===== src/rtl/bus_op_accumulator_if.sv =====
// Handshake bundle between an operand producer, the accumulator and a stallable consumer.
`timescale 1ns/1ps
interface bus_op_accumulator_if #(
   parameter int WIDTH = 16
);
   logic             in_valid;
   logic             in_ready;
   logic [2:0]       in_op;
   logic [WIDTH-1:0] in_bus;
   logic             out_valid;
   logic             out_ready;
   logic [WIDTH-1:0] out_bus;
   logic             out_flag;

   modport master (
      output in_valid, in_op, in_bus, out_ready,
      input  in_ready, out_valid, out_bus, out_flag
   );

   modport slave (
      input  in_valid, in_op, in_bus, out_ready,
      output in_ready, out_valid, out_bus, out_flag
   );
endinterface


===== src/rtl/bus_op_accumulator.sv =====
// Opcode-driven WIDTH-bit accumulator; each accepted op queues {flag, result} into a DEPTH-entry FIFO.
`timescale 1ns/1ps
module bus_op_accumulator #(
   parameter int WIDTH = 16,
   parameter int DEPTH = 4,
   parameter bit SAT   = 1'b0
) (
   input  logic                 clk,
   input  logic                 rst,
   bus_op_accumulator_if.slave  bus,
   output logic [WIDTH-1:0]     acc,
   output logic [7:0]           flag_cnt
);

   typedef enum logic [2:0] {
      OP_LOAD = 3'd0,
      OP_ADD  = 3'd1,
      OP_SUB  = 3'd2,
      OP_AND  = 3'd3,
      OP_OR   = 3'd4,
      OP_XOR  = 3'd5,
      OP_CLR  = 3'd6,
      OP_NOP  = 3'd7
   } op_e;

   typedef struct packed {
      logic             flag;
      logic [WIDTH-1:0] data;
   } entry_t;

   localparam int PTR_W = $clog2(DEPTH);
   localparam int CNT_W = PTR_W + 1;

   op_e              op;
   logic [WIDTH:0]   sum;
   logic [WIDTH:0]   diff;
   logic [WIDTH-1:0] result;
   logic             flag;

   entry_t           mem [DEPTH];
   entry_t           head;
   logic [PTR_W-1:0] wr_ptr;
   logic [PTR_W-1:0] rd_ptr;
   logic [CNT_W-1:0] count;
   logic             full;
   logic             empty;
   logic             push;
   logic             pop;

   assign op    = op_e'(bus.in_op);
   assign sum   = {1'b0, acc} + {1'b0, bus.in_bus};
   assign diff  = {1'b0, acc} - {1'b0, bus.in_bus};

   assign full  = (count == CNT_W'(DEPTH));
   assign empty = (count == '0);

   // Ready comes from registered occupancy only, so a pop never bypasses into a same-cycle push.
   assign bus.in_ready = rst & ~full;
   assign push         = bus.in_valid & bus.in_ready;
   assign pop          = bus.out_ready & ~empty;

   // NOTE: every output of a combinational block gets a default first, so no path can infer a latch.
   always_comb begin
      result = acc;
      flag   = 1'b0;
      unique case (op)
         OP_LOAD: result = bus.in_bus;
         OP_ADD: begin
            flag   = sum[WIDTH];
            result = (SAT && sum[WIDTH]) ? '1 : sum[WIDTH-1:0];
         end
         OP_SUB: begin
            flag   = diff[WIDTH];
            result = (SAT && diff[WIDTH]) ? '0 : diff[WIDTH-1:0];
         end
         OP_AND:  result = acc & bus.in_bus;
         OP_OR:   result = acc | bus.in_bus;
         OP_XOR:  result = acc ^ bus.in_bus;
         OP_CLR:  result = '0;
         OP_NOP:  result = acc;
         default: result = acc;
      endcase
   end

   // NOTE: state registers use non-blocking assignments so every flop samples pre-edge values.
   always_ff @(posedge clk or negedge rst) begin
      if (!rst) begin
         acc      <= '0;
         flag_cnt <= '0;
      end else if (push) begin
         acc <= result;
         if (flag && (flag_cnt != 8'hFF)) begin
            flag_cnt <= flag_cnt + 8'd1;
         end
      end
   end

   always_ff @(posedge clk or negedge rst) begin
      if (!rst) begin
         wr_ptr <= '0;
         rd_ptr <= '0;
         count  <= '0;
      end else begin
         if (push) begin
            wr_ptr <= wr_ptr + PTR_W'(1);
         end
         if (pop) begin
            rd_ptr <= rd_ptr + PTR_W'(1);
         end
         unique case ({push, pop})
            2'b10:   count <= count + CNT_W'(1);
            2'b01:   count <= count - CNT_W'(1);
            default: count <= count;
         endcase
      end
   end

   // NOTE: storage has no reset; stale words are unreachable because the head is masked while empty.
   always_ff @(posedge clk) begin
      if (push) begin
         mem[wr_ptr] <= '{flag: flag, data: result};
      end
   end

   assign head          = mem[rd_ptr];
   assign bus.out_valid = ~empty;
   assign bus.out_bus   = empty ? '0 : head.data;
   assign bus.out_flag  = empty ? 1'b0 : head.flag;

endmodule


===== src/flat_wrapper.sv =====
// flat-port wrapper written by rule: the top's interface ports become plain ports
module bus_op_accumulator_flat 
#(
   parameter int WIDTH = 16,
   parameter int DEPTH = 4,
   parameter bit SAT   = 1'b0
)
  (clk, rst, acc, flag_cnt, bus_in_valid, bus_in_op, bus_in_bus, bus_out_ready, bus_in_ready, bus_out_valid, bus_out_bus, bus_out_flag);
  bus_op_accumulator_if #(.WIDTH(WIDTH)) bus_i ();
  input  logic clk;
  input  logic rst;
  output logic [WIDTH-1:0] acc;
  output logic [7:0] flag_cnt;
  input wire logic [$bits(bus_i.in_valid)-1:0] bus_in_valid;
  input wire logic [$bits(bus_i.in_op)-1:0] bus_in_op;
  input wire logic [$bits(bus_i.in_bus)-1:0] bus_in_bus;
  input wire logic [$bits(bus_i.out_ready)-1:0] bus_out_ready;
  output wire logic [$bits(bus_i.in_ready)-1:0] bus_in_ready;
  output wire logic [$bits(bus_i.out_valid)-1:0] bus_out_valid;
  output wire logic [$bits(bus_i.out_bus)-1:0] bus_out_bus;
  output wire logic [$bits(bus_i.out_flag)-1:0] bus_out_flag;
  assign bus_i.in_valid = bus_in_valid;
  assign bus_i.in_op = bus_in_op;
  assign bus_i.in_bus = bus_in_bus;
  assign bus_i.out_ready = bus_out_ready;
  assign bus_in_ready = bus_i.in_ready;
  assign bus_out_valid = bus_i.out_valid;
  assign bus_out_bus = bus_i.out_bus;
  assign bus_out_flag = bus_i.out_flag;
  bus_op_accumulator #(.WIDTH(WIDTH), .DEPTH(DEPTH), .SAT(SAT)) u_core (.clk(clk), .rst(rst), .bus(bus_i), .acc(acc), .flag_cnt(flag_cnt));
endmodule

===== config.mk =====
export PLATFORM = sky130hd
export DESIGN_NAME = bus_op_accumulator_flat
export DESIGN_NICKNAME = d
export VERILOG_FILES = /design/src/rtl/bus_op_accumulator_if.sv /design/src/rtl/bus_op_accumulator.sv /design/src/flat_wrapper.sv
export SDC_FILE = /design/constraint.sdc
export NUM_CORES = 1
export LEC_CHECK = 0
export ABC_AREA = 1
export CAP_MARGIN = 20
export CORE_MARGIN = 3
export CORE_UTILIZATION = 27
export CTS_BUF_LIST = sky130_fd_sc_hd__clkbuf_8 sky130_fd_sc_hd__clkbuf_16
export DETAILED_ROUTE_END_ITERATION = 8
export GPL_TIMING_DRIVEN = 0
export PLACE_DENSITY = 0.45
export SLEW_MARGIN = 20
export SYNTH_ARGS = -nofsm -noshare
export SYNTH_HDL_FRONTEND = slang
export SYNTH_SLANG_ARGS = --single-unit

===== constraint.sdc =====
create_clock -name clk -period 3.1 [get_ports clk]
set_clock_uncertainty 0.1 [all_clocks]
set_input_delay 0.62 -clock clk [delete_from_list [all_inputs] [get_ports clk]]
set_output_delay 0.62 -clock clk [all_outputs]
set_load 0.02 [all_outputs]

Yosys cells after proc, flatten, opt, wreduce, memory -nomap -nowiden
Memories as Yosys holds them, arrays and structs flattened.
Cells that the tools add are included.

operators by class
  add/sub/neg operators = 7
  equality and inequality tests = 11
  multiplexer cells = 7
  bitwise gates (word level) = 8
  reductions and logical operators = 5

operator list
  operator                                           count
  one-hot mux 16 bit (8 select lines)                1
  adder 16 x 16 -> 17 bit                            1
  subtractor 16 x 16 -> 17 bit                       1
  AND 16 bit                                         1
  two-way mux 16 bit                                 1
  OR 16 bit                                          1
  XOR 16 bit                                         1
  == test 3 bit (second input constant)              5
  adder 8 x 1 -> 8 bit (second input constant)       1
  inequality test 8 bit (second input constant)      1
  == test 3 x 2 -> 1 bit (second input constant)     2
  zero test 3 bit                                    2
  one-hot mux 3 bit (2 select lines)                 1
  adder 2 x 1 -> 2 bit (second input constant)       2
  adder 3 x 1 -> 3 bit (second input constant)       1
  AND 1 bit                                          3
  == test 3 x 1 -> 1 bit (second input constant)     1
  two-way mux 1 bit                                  3
  subtractor 3 x 1 -> 3 bit (second input constant)  1
  == test 2 x 1 -> 1 bit (second input constant)     1
  == test 2 bit (second input constant)              1
  inverter 1 bit                                     2
  one-hot mux 1 bit (2 select lines)                 1
  AND reduction 2 bit                                1
  other kinds (2)                                    2

word-level totals
  bits in registers = 31
  bits in writable memories = 68
  input port bits = 23
  output and inout bits = 43
  memories kept = 1

memories
  name        words  width  read ports  clocked after memory_dff  wr ports  RTL line                  text
  u_core.mem  4      17     1           0                         1         bus_op_accumulator.sv:40  entry_t mem [DEPTH];

Logic depth before layout (Yosys ltp)
Gate-level depths: netlist of the first run.

  depth after elaboration = 6
  gate-level depth with buffers = 16
  mapped depth without buffers = 15

Worst setup path before layout of the first run
No wires, ideal clock.

  path type = input to register
  start = in rst
  end = mem u_core.mem[0][0] (netlist bit) (enable)
  library setup time = 0.391 ns
  data arrival time = 2.172 ns
  data required time = 2.609 ns
  slack = 0.437 ns
  cell stages on the path = 5
  cell sequence = inv_1 > a31oi_2 > nand2_2 > clkbuf_1 > nor2_1

on the way
  cells in the longest elaborated chain, start to end = 4

RTL lines
  element                                  RTL line                   text
  start, declared                          flat_wrapper.sv:11         input logic rst;
  AND 1 bit                                bus_op_accumulator.sv:58   assign bus.in_ready = rst & ~full;
  net bus_in_ready                         flat_wrapper.sv:18         output wire logic [$bits(bus_i.in_ready)-1:0] bus_in_ready;
  AND 1 bit                                bus_op_accumulator.sv:59   assign push = bus.in_valid & bus.in_ready;
  two-way mux 1 bit                        bus_op_accumulator.sv:120  if (push) begin
  two-way mux 1 bit (not written as such)  bus_op_accumulator.sv:121  mem[wr_ptr] <= '{flag: flag, data: result};
  end, declared                            bus_op_accumulator.sv:40

The timed path passes the listed nets, and every way through them passes these cells.

Worst setup path after layout of the first run
  start = reg u_core.rd_ptr[0]
  end = out bus_out_bus[3]

on the way
  cells in the longest elaborated chain, start to end = 2

RTL lines
  element                   RTL line                   text
  start, declared           bus_op_accumulator.sv:43   logic [PTR_W-1:0] rd_ptr;
  start signal, assigned    bus_op_accumulator.sv:108  rd_ptr <= rd_ptr + PTR_W'(1);
  memory read (4 x 17 bit)  n/a
  two-way mux 16 bit        bus_op_accumulator.sv:127  assign bus.out_bus = empty ? '0 : head.data;
  end, declared             flat_wrapper.sv:20         output wire logic [$bits(bus_i.out_bus)-1:0] bus_out_bus;

No other way between the ends.

==> results_dict.tcl, run 1 <==
set metrics [dict create \
    cts_sinks 99 \
    drt_iter0_markers 429 \
    grt_max_degree 24 \
    dr.pass1.iters 5 \
    end_kind "output port" \
    die_h_um 168 \
    htree_num_levels 3 \
    placed_area_um2 8240 \
    worst-path-max-fanout 10 \
    synth_nets 1017 \
    core_area_um2 25500 \
    insertion_delay_ns 0.35 \
    hold_viol_final 0 \
    routedWlPerCell_um 16.8 \
    dr_total_vias 6336 \
    ios 66 \
    die-width_um 168 \
    outcome "complete, no violations" \
    n_antenna_cell 0 \
    max_clock_freq_ghz 0.335 \
    core.rowCount 58 \
    slew_headroom_pct 60.4 \
    power_density_nw_per_um2 897 \
    start_util_pct 27.8 \
    switchingPower_w 0.00376 \
    critPathRequiredTime_ns 2.38 \
    grt_pass1_wl_um 35100 \
    path_delay_family "buffers and inverters" \
    cts_tree "yes" \
    grt-ovfl-total 0 \
    ir_drop_mv 0.564 \
    p_comb_share_pct 59.3 \
    setup_violations 0 \
    clk_pin_slew_ns 0.08 \
    final_common_cell "nand2_1" \
    worstMarginPinSlew_ns 0.592 \
    rsz0062_at_grt "false" \
    syn_inst 934 \
    synth_cell_types 41 \
    area_delta_synth_final_pct 20.9 \
    synthAdderAreaFrac_pct 10.9 \
    max_cap_viol_count 0 \
    clockPowerShare_pct 14.2 \
    tns_ns 0 \
    detailedPlace.worstSlack_ns -0.543 \
    grt_pass1_vias 6084 \
    min_period_over_period_pct 96.4 \
    synth_mux_area_share_pct 0 \
    synth_top_family_by_area "simple AND/OR/NAND/NOR gates" \
    drv_slew 0 \
    avgSynthCellArea_um2 7.61 \
    worstSetupPathType "flip-flop to output port" \
    clockBufferDepth 2 \
    final.min_clock_period_ns 2.99 \
    hp-class "primary input to asynchronous set/reset pin" \
    ys_ff_latch 99 \
    slowest_stage "clkdlybuf4s50_1" \
    crit_arrival_ns 2.27 \
    seq_area_frac_synth_pct 39.6 \
    grt_util_all_layers_pct 16.0 \
    final_antenna_net_count 0 \
    vias_per_cell 4.70 \
    cts_root_buf "clkbuf_16" \
    ctsResizeCount 19 \
    crit_path_cell_trace "inv_2, clkbuf_2, o21ai_0, a21oi_1, clkdlybuf4s50_1" \
    route.detailed.drc 0 \
    worst-path-buf-inv 3 \
    routed_wl_um 22600 \
    netlist_area_um2 7110 \
    worstSetupStartpointType "flip-flop" \
    timing.final.ws_setup_ns 0.113 \
    seqPwrFrac_pct 26.5 \
    yosys.area_share.simple_pct 27.7 \
    drive_gt1_share_pct 9.44 \
    numCtsBuffers 9 \
    p_leak_nw 3.97 \
    p_int_w 0.00396 \
    finalWeightedCongestion 0.887 \
    hpwl_um 17400 \
    die-area_um2 28300 \
    holdBufCountCts 0 \
    fin_area_um2 8600 \
    synth_xor_area_share_pct 1.23 \
    synth_compound_area_share_pct 10.9 \
    cts_setup_buffers 0 \
    switching_share_pct 48.7 \
    final_cell_mix "nand2_1 (201), inv_1 (126), nor2_1 (121), nand3_1 (83), edfxtp_1 (68)" \
    antenna_found_initial 0 \
    portBuffers 64 \
    slowest_delay_ns 0.65 \
    fin_nets 1095 \
    ys_warn_count 0 \
]
## cells in the mapped netlist
cell      number  area (um2)
and2_1         7        43.8
inv_2         13        48.8
o22ai_1       14        87.6
nand2_1      203         762
o21ai_0       44         220
nor2_1       126         473
nor3_2         1        10.0
a211oi_1       4        30.0
fa_1           3        60.1
a221oi_1       4        35.0
a31oi_2        1        12.5
nand2_2        4        25.0
a21oi_2        1        8.76
o21ai_1       10        50.1
xnor2_1        3        26.3
buf_4          5        37.5
clkbuf_1      10        37.5
xor2_1         7        61.3
clkinv_1       1        3.75
o21bai_2       1        11.3
nor3_1        11        55.1
a31oi_4        1        21.3
o221ai_1       3        26.3
buf_1          1        3.75
o21bai_1       2        15.0
o21a_1         1        7.51
nand4_1       11        68.8
edfxtp_1      68        2040
nand3_1       84         420
buf_2         15        75.1
o211ai_1       3        22.5
ha_1          57         713
a31oi_1        4        25.0
nand3b_1       3        22.5
inv_1        127         477
nand2_4        2        22.5
a21oi_1       41         205
dfrtp_1       31         776
nor2_4         2        22.5
nor2_2         1        6.26
nand3_2        4        40.0
## stage by stage
stage	util [%]	hold WS [ns]	instances	total power (W)
after global routing	33.7	0.0744	1347	0.00839
after CTS	33.4	0.0631	1347	0.00775
after floorplan	-	0.224	934	0.00493
final	33.7	0.0635	1347	0.00771
after global placement	32.0	0.409	1328	0.00659
after detailed placement	32.3	0.411	1333	0.00663
## logic make-up (layout without fill, tap and decap cells)
kind of cell / after synthesis / in the layout
DFF: 99 / 99
and+or+nand+nor: 459 / 459
buffers and inverters: 172 / 255
adders and majority gates: 60 / 60
AOI/OAI and AO/OA: 134 / 134
xor gates and xnor gates: 10 / 10
## final timing paths
kind                                                 from                        endpoint  slack (ns)  cells after the start
hold reg to reg            u_core.flag_cnt[4]$_DFFE_PN0P_  u_core.flag_cnt[4]$_DFFE_PN0P_        0.43                      2
setup / recovery             u_core.rd_ptr[0]$_DFFE_PN0P_                  bus_out_bus[3]        0.11                      5
setup reg to reg                u_core.acc[6]$_DFFE_PN0P_     u_core.mem[2][15]$_DFFE_PP_        0.51                     11
hold / removal                                        rst      u_core.acc[13]$_DFFE_PN0P_        0.06                      1
max in group asynchronous                             rst    u_core.rd_ptr[0]$_DFFE_PN0P_        2.36                      2
min in group clk           u_core.flag_cnt[4]$_DFFE_PN0P_  u_core.flag_cnt[4]$_DFFE_PN0P_        0.43                      2
## power by group through the flow
stage	clock network, W	logic [W]	registers (W)
CTS	0.00114	0.00457	0.00204
global placement	0	0.00455	0.00205
floorplan	0	0.00280	0.00213
detailed placement	0	0.00459	0.00204
finish	0.00110	0.00457	0.00204
global route	0.00120	0.00511	0.00209
## cell type report
class	instances	area [um2]
timing repair buffer	69	719
tap	330	413
multi-input combinational	663	3670
clock inverter	7	52.6
clock buffer	9	225
sequential	99	2820
fill	2772	16900
inverter	141	531
buffer	29	169
## layer usage
layer	global-route usage (%)	share of wire, %
met5	0	0
met4	3.70	1.8
met1	22.2	48
met3	2.04	4.3
met2	26.8	46
## sequential cells by signal (all words and copies together), names as in the netlist
| signal | cells |
|---|---|
| u_core.mem | 68 |
| u_core.wr_ptr | 2 |
| u_core.flag_cnt | 8 |
| u_core.count | 3 |
| u_core.acc | 16 |
| u_core.rd_ptr | 2 |
No activity file was read; power rests on OpenSTA's default activity.
==> run 2: changes to the inputs <==
Settings changed: CTS_BUF_LIST sky130_fd_sc_hd__clkbuf_8 sky130_fd_sc_hd__clkbuf_16 to sky130_fd_sc_hd__clkbuf_4 sky130_fd_sc_hd__clkbuf_8.
Clock period 3.1 ns to 2.75 ns, I/O delays scaled along.
==> run 2 against run 1 <==
Non-clock buffer count rose by 5. Clock power shrank 16%. Core utilization is 0.40 points higher. Final cell count grew 0.37%. Highest routed layer unchanged. Largest cell class unchanged. Critical endpoint is now u_core.mem[2][15]$_DFFE_PP_.
==> results_dict.tcl, run 2 (synthesis gave the netlist of run 1 again) <==
set metrics [dict create \
    rsz0062_at_grt "false" \
    routed_wl_um 23000 \
    fin_nets 1100 \
    clockBufferDepth 2 \
    die_h_um 168 \
    core_area_um2 25500 \
    power_density_nw_per_um2 986 \
    critPathRequiredTime_ns 2.78 \
    ir_drop_mv 0.520 \
    portBuffers 64 \
    final_common_cell "nand2_1" \
    antenna_found_initial 0 \
    hpwl_um 17400 \
    outcome "complete, no violations" \
    insertion_delay_ns 0.39 \
    grt-ovfl-total 0 \
    top_regs "u_core.mem: 68 flops, u_core.acc: 16 flops, u_core.flag_cnt: 8 flops" \
    crit_arrival_ns 2.67 \
    route.detailed.drc 0 \
    clk_pin_slew_ns 0.11 \
    drt_iter0_markers 397 \
    grt_pass1_vias 6125 \
    n_antenna_cell 0 \
    drv_slew 0 \
    ios 66 \
    finalWeightedCongestion 0.887 \
    grt_util_all_layers_pct 16.3 \
    cts_root_buf "clkbuf_8" \
    final_cell_mix "nand2_1 (196), inv_1 (124), nor2_1 (113), nand3_1 (81), edfxtp_1 (68)" \
    htree_num_levels 3 \
    area_delta_synth_final_pct 22.3 \
    routedWlPerCell_um 17.0 \
    finalPower_w 0.00858 \
    max_clock_freq_ghz 0.378 \
    slew_headroom_pct 61.1 \
    worstMarginPinSlew_ns 0.581 \
    min_period_over_period_pct 96.2 \
    worst-path-max-fanout 8 \
    drive_gt1_share_pct 13.0 \
    numCtsBuffers 9 \
    placed_area_um2 8240 \
    cts_tree "yes" \
    dr.pass1.iters 5 \
    top_register "u_core.mem" \
    start_util_pct 27.8 \
    worstSetupPathType "primary input to flip-flop" \
    final_antenna_net_count 0 \
    setup_violations 0 \
    fill_cells 2759 \
    end_kind "flip-flop" \
    grt_pass1_wl_um 35700 \
    largest_reg_flops 68 \
    die-area_um2 28300 \
    grt_max_degree 24 \
    max_cap_viol_count 0 \
    dr_total_vias 6322 \
    p_leak_nw 3.95 \
    vias_per_cell 4.68 \
    cts_sinks 99 \
    fin_area_um2 8700 \
    worstSetupStartpointType "primary input" \
    hp-class "primary input to asynchronous set/reset pin" \
    final.min_clock_period_ns 2.65 \
    core.rowCount 58 \
    hold_viol_final 0 \
    die-width_um 168 \
]
## run 2: changes by cell type in the layout (fill, tap and decap cells not counted), moves of 7 or more
| cell | before | now |
|---|---|---|
| dlygate4sd2_1 | 5 | 18 |
| clkbuf_8 | 0 | 10 |
| clkbuf_16 | 9 | 0 |
| clkdlybuf4s50_1 | 51 | 42 |
| nor2_1 | 121 | 113 |
| a21oi_1 | 40 | 33 |
| a21oi_2 | 2 | 9 |
## run 2: area by class of cell
type                            count  area (um2)  share of cell area, %
Clock inverter                      7        52.6                  0.604
Tap cell                          330         413                   4.75
Clock buffer                        9         124                   1.42
Sequential cell                    99        2820                   32.4
Inverter                          141         534                   6.14
Buffer                             30         203                   2.33
Multi-Input combinational cell    663        3830                   44.1
Timing Repair Buffer               73         721                   8.28
## run 2: path summary, 6_finish.rpt
kind                                           startpoint                              to  slack, ns  cells after the start
setup reg to reg              u_core.count[1]$_DFFE_PN0P_     u_core.count[2]$_DFFE_PN0P_       0.26                     10
max in group asynchronous                             rst       u_core.acc[5]$_DFFE_PN0P_       1.54                      2
hold reg to reg            u_core.flag_cnt[4]$_DFFE_PN0P_  u_core.flag_cnt[4]$_DFFE_PN0P_       0.44                      2
setup / recovery                           bus_in_bus[10]     u_core.mem[2][15]$_DFFE_PP_       0.10                     12
hold / removal                                        rst      u_core.acc[15]$_DFFE_PN0P_       0.02                      2
min in group clk           u_core.flag_cnt[4]$_DFFE_PN0P_  u_core.flag_cnt[4]$_DFFE_PN0P_       0.44                      2
## run 2: per-stage QoR
stage / worst slack (ns) / TNS, ns / utilization [%] / instances / hold WS [ns]
finish: 0.103 / 0 / 34.1 / 1352 / 0.0174
global route: 0.000160 / 0 / 34.1 / 1352 / 0.0181
CTS: 0.0129 / 0 / 33.4 / 1350 / 0.0130
detailed placement: -0.823 / -79.46 / 32.3 / 1333 / 0.388
global placement: -2.83 / -263.30 / 32.0 / 1328 / 0.409
floorplan: 0.157 / 0 / - / 934 / 0.154
## run 2: critical path, cell delays in order
cell	delay [ns]
clkdlybuf4s50_1	0.53
inv_1	0.08
ha_1	0.27
buf_2	0.19
inv_1	0.12
a21oi_2	0.17
nand2_1	0.11
a21oi_2	0.17
nand3_1	0.10
nand3_1	0.09
nand3_1	0.11
and2_4	0.19
## run 2: layer usage
layer | part of all wire (%) | vias to the layer above | GRT usage, %
met4 | 1.5 | 0 | 3.31
met1 | 47 | 2939 | 22.5
met5 | 0 | - | 0
met2 | 47 | 144 | 27.4
met3 | 4.6 | 18 | 2.30
li1 | - | 3221 | -
## run 2: where the power goes
part           leakage (nW)  total, W  internal, W  switching [W]
Combinational          2.86   0.00536      0.00190        0.00346
Clock                0.0804  0.000926     0.000336       0.000590
Sequential             1.02   0.00230      0.00200       0.000290
## run 2: what timing repair did
item,in CTS,in global routing
pin swaps,1,2
setup endpoints to repair,111,45
endpoints found under the hold margin,9,0
hold buffers,1,0
buffers inserted,1,2
resized for setup,64,45
==> run 3: changes to the inputs <==
Clock period 2.75 ns to 2.47 ns, I/O delays scaled along.
==> run 3 against run 2 <==
Total power increased by 19%. First-iteration DRC count shrank 3.5%. Sequential cell count unchanged. Setup slack worse by 0.042 ns. Sequential share of layout area decreased by 1.6 points. Clock power rose by 12%. Via count rose by 2.5%. Core utilization rose by 1.9 points. Sequential power grew 10%. Critical endpoint is now u_core.mem[1][14]$_DFFE_PP_.
==> results_dict.tcl, run 3 (synthesis gave the netlist of run 1 again) <==
set metrics [dict create \
    outcome "complete, no violations" \
    grt-ovfl-total 0 \
    place_inst 1333 \
    dr.pass1.iters 5 \
    crit_arrival_ns 2.44 \
    clockPowerShare_pct 10.2 \
    finalWeightedCongestion 0.887 \
    clk_pin_slew_ns 0.12 \
    hpwl_um 17400 \
    drive_gt1_share_pct 21.3 \
    worst-path-max-fanout 10 \
    worstSetupStartpointType "primary input" \
    core_area_um2 25500 \
    top_register "u_core.mem" \
    min_period_over_period_pct 97.5 \
    regToRegSetupSlack_ns 0.09 \
    top_regs "u_core.mem: 68 flops, u_core.acc: 16 flops, u_core.flag_cnt: 8 flops" \
    fin_util_pct 36.0 \
    ios 66 \
    slew_headroom_pct 62.2 \
    end_kind "flip-flop" \
    hp-class "primary input to asynchronous set/reset pin" \
    switchingPower_w 0.00508 \
    routed_wl_um 23700 \
    switching_share_pct 49.7 \
    area_delta_synth_final_pct 29.2 \
    ir_drop_mv 0.570 \
    worstMarginPinSlew_ns 0.565 \
    grt_util_all_layers_pct 16.4 \
    hold_viol_final 0 \
    core.rowCount 58 \
    drv_slew 0 \
    grt_max_degree 23 \
    drt_iter0_markers 383 \
    setup_violations 0 \
    worstSetupPathType "primary input to flip-flop" \
    final_cell_mix "nand2_1 (187), inv_1 (115), nor2_1 (112), nand3_1 (71), edfxtp_1 (68)" \
    max_clock_freq_ghz 0.415 \
    grt_pass1_wl_um 35900 \
    p_leak_nw 4.23 \
    final.min_clock_period_ns 2.41 \
    cts_root_buf "clkbuf_8" \
    layout.cells.non_filler 1385 \
    insertion_delay_ns 0.39 \
    seqPwrFrac_pct 24.9 \
    grt_pass1_vias 6156 \
    p_int_w 0.00514 \
    fin_nets 1132 \
    p_comb_share_pct 65.0 \
    htree_num_levels 3 \
    routedWlPerCell_um 17.1 \
    cts_tree "yes" \
    clockBufferDepth 2 \
    dr_total_vias 6481 \
    final_antenna_net_count 0 \
    antenna_found_initial 0 \
    portBuffers 64 \
    start_util_pct 27.8 \
    die-area_um2 28300 \
    critPathRequiredTime_ns 2.51 \
    route.detailed.drc 0 \
    cts_sinks 99 \
    largest_reg_flops 68 \
    numCtsBuffers 9 \
    max_cap_viol_count 0 \
    die-width_um 168 \
    vias_per_cell 4.68 \
    finalPower_w 0.0102 \
    final_common_cell "nand2_1" \
    power_density_nw_per_um2 1110 \
    die_h_um 168 \
]
[run 3: cell count changes in the layout (fill, tap and decap cells not counted), moves of 7 or more]
cell             before  now
clkdlybuf4s50_1      42   30
nand3_2               7   15
buf_6                 3   10
inv_1               124  115
buf_4                10   43
nand3_1              81   71
dlygate4sd2_1        18    7
nand2_1             196  187
[run 3: routing by layer]
| metal | GRT usage [%] | vias to the layer above | wire length (um) |
|---|---|---|---|
| met4 | 3.31 | 0 | 308 |
| met3 | 2.30 | 16 | 800 |
| met1 | 22.7 | 3063 | 11400 |
| met2 | 27.6 | 127 | 11200 |
| met5 | 0 | - | 0 |
| li1 | - | 3275 | - |
[run 3: worst max-delay path, stage by stage]
cell             delay [ns]
clkdlybuf4s50_1        0.55
nand3_1                0.31
clkbuf_4               0.33
o21ai_0                0.10
a221oi_1               0.27
nand3_1                0.16
and2_4                 0.22
[run 3: repair_timing]
action	in CTS	in global routing
pin swaps	7	22
cloned	0	1
endpoints found under the setup margin	176	84
hold buffers	2	0
buffers inserted	4	30
hold endpoints to repair	9	0
resized for setup	138	104
[run 3: per-stage QoR]
step	worst slack (ns)	hold slack, ns	TNS (ns)	cell area (um2)
finish	0.0619	0.0328	0	9190
floorplan	-0.0667	0.0984	-4.54	7110
global route	-0.0424	0.0377	-0.214	9180
CTS	0.00110	0.0257	0	8700
detailed placement	-1.05	0.332	-119.98	8240
global placement	-3.05	0.409	-311.18	8170
[run 3: path summary, 6_finish.rpt]
check / from / endpoint / cells past startpoint
max: bus_in_op[0] / u_core.mem[1][14]$_DFFE_PP_ / 7
min: rst / u_core.acc[6]$_DFFE_PN0P_ / 3
max reg2reg: u_core.acc[0]$_DFFE_PN0P_ / u_core.mem[1][12]$_DFFE_PP_ / 11
min reg2reg: u_core.flag_cnt[4]$_DFFE_PN0P_ / u_core.flag_cnt[4]$_DFFE_PN0P_ / 2
max in group asynchronous: rst / u_core.acc[5]$_DFFE_PN0P_ / 2
min in group clk: bus_in_bus[3] / u_core.acc[3]$_DFFE_PN0P_ / 3
[run 3: power groups by stage]
stage / sequential (W) / clock, W / combinational (W)
after global routing: 0.00260 / 0.00114 / 0.00732
after CTS: 0.00256 / 0.00107 / 0.00599
after floorplan: 0.00268 / 0 / 0.00351
final: 0.00254 / 0.00104 / 0.00664
after global placement: 0.00257 / 0 / 0.00571
after detailed placement: 0.00257 / 0 / 0.00576
[run 3: cell type report]
cell class	instances	area, um2
Clock buffer	9	124
Fill cell	2719	16400
Sequential cell	99	2830
Timing Repair Buffer	105	957
Clock inverter	7	52.6
Multi-Input combinational cell	664	4010
Buffer	29	254
Inverter	141	546
Tap cell	330	413
Antenna cell	1	2.50
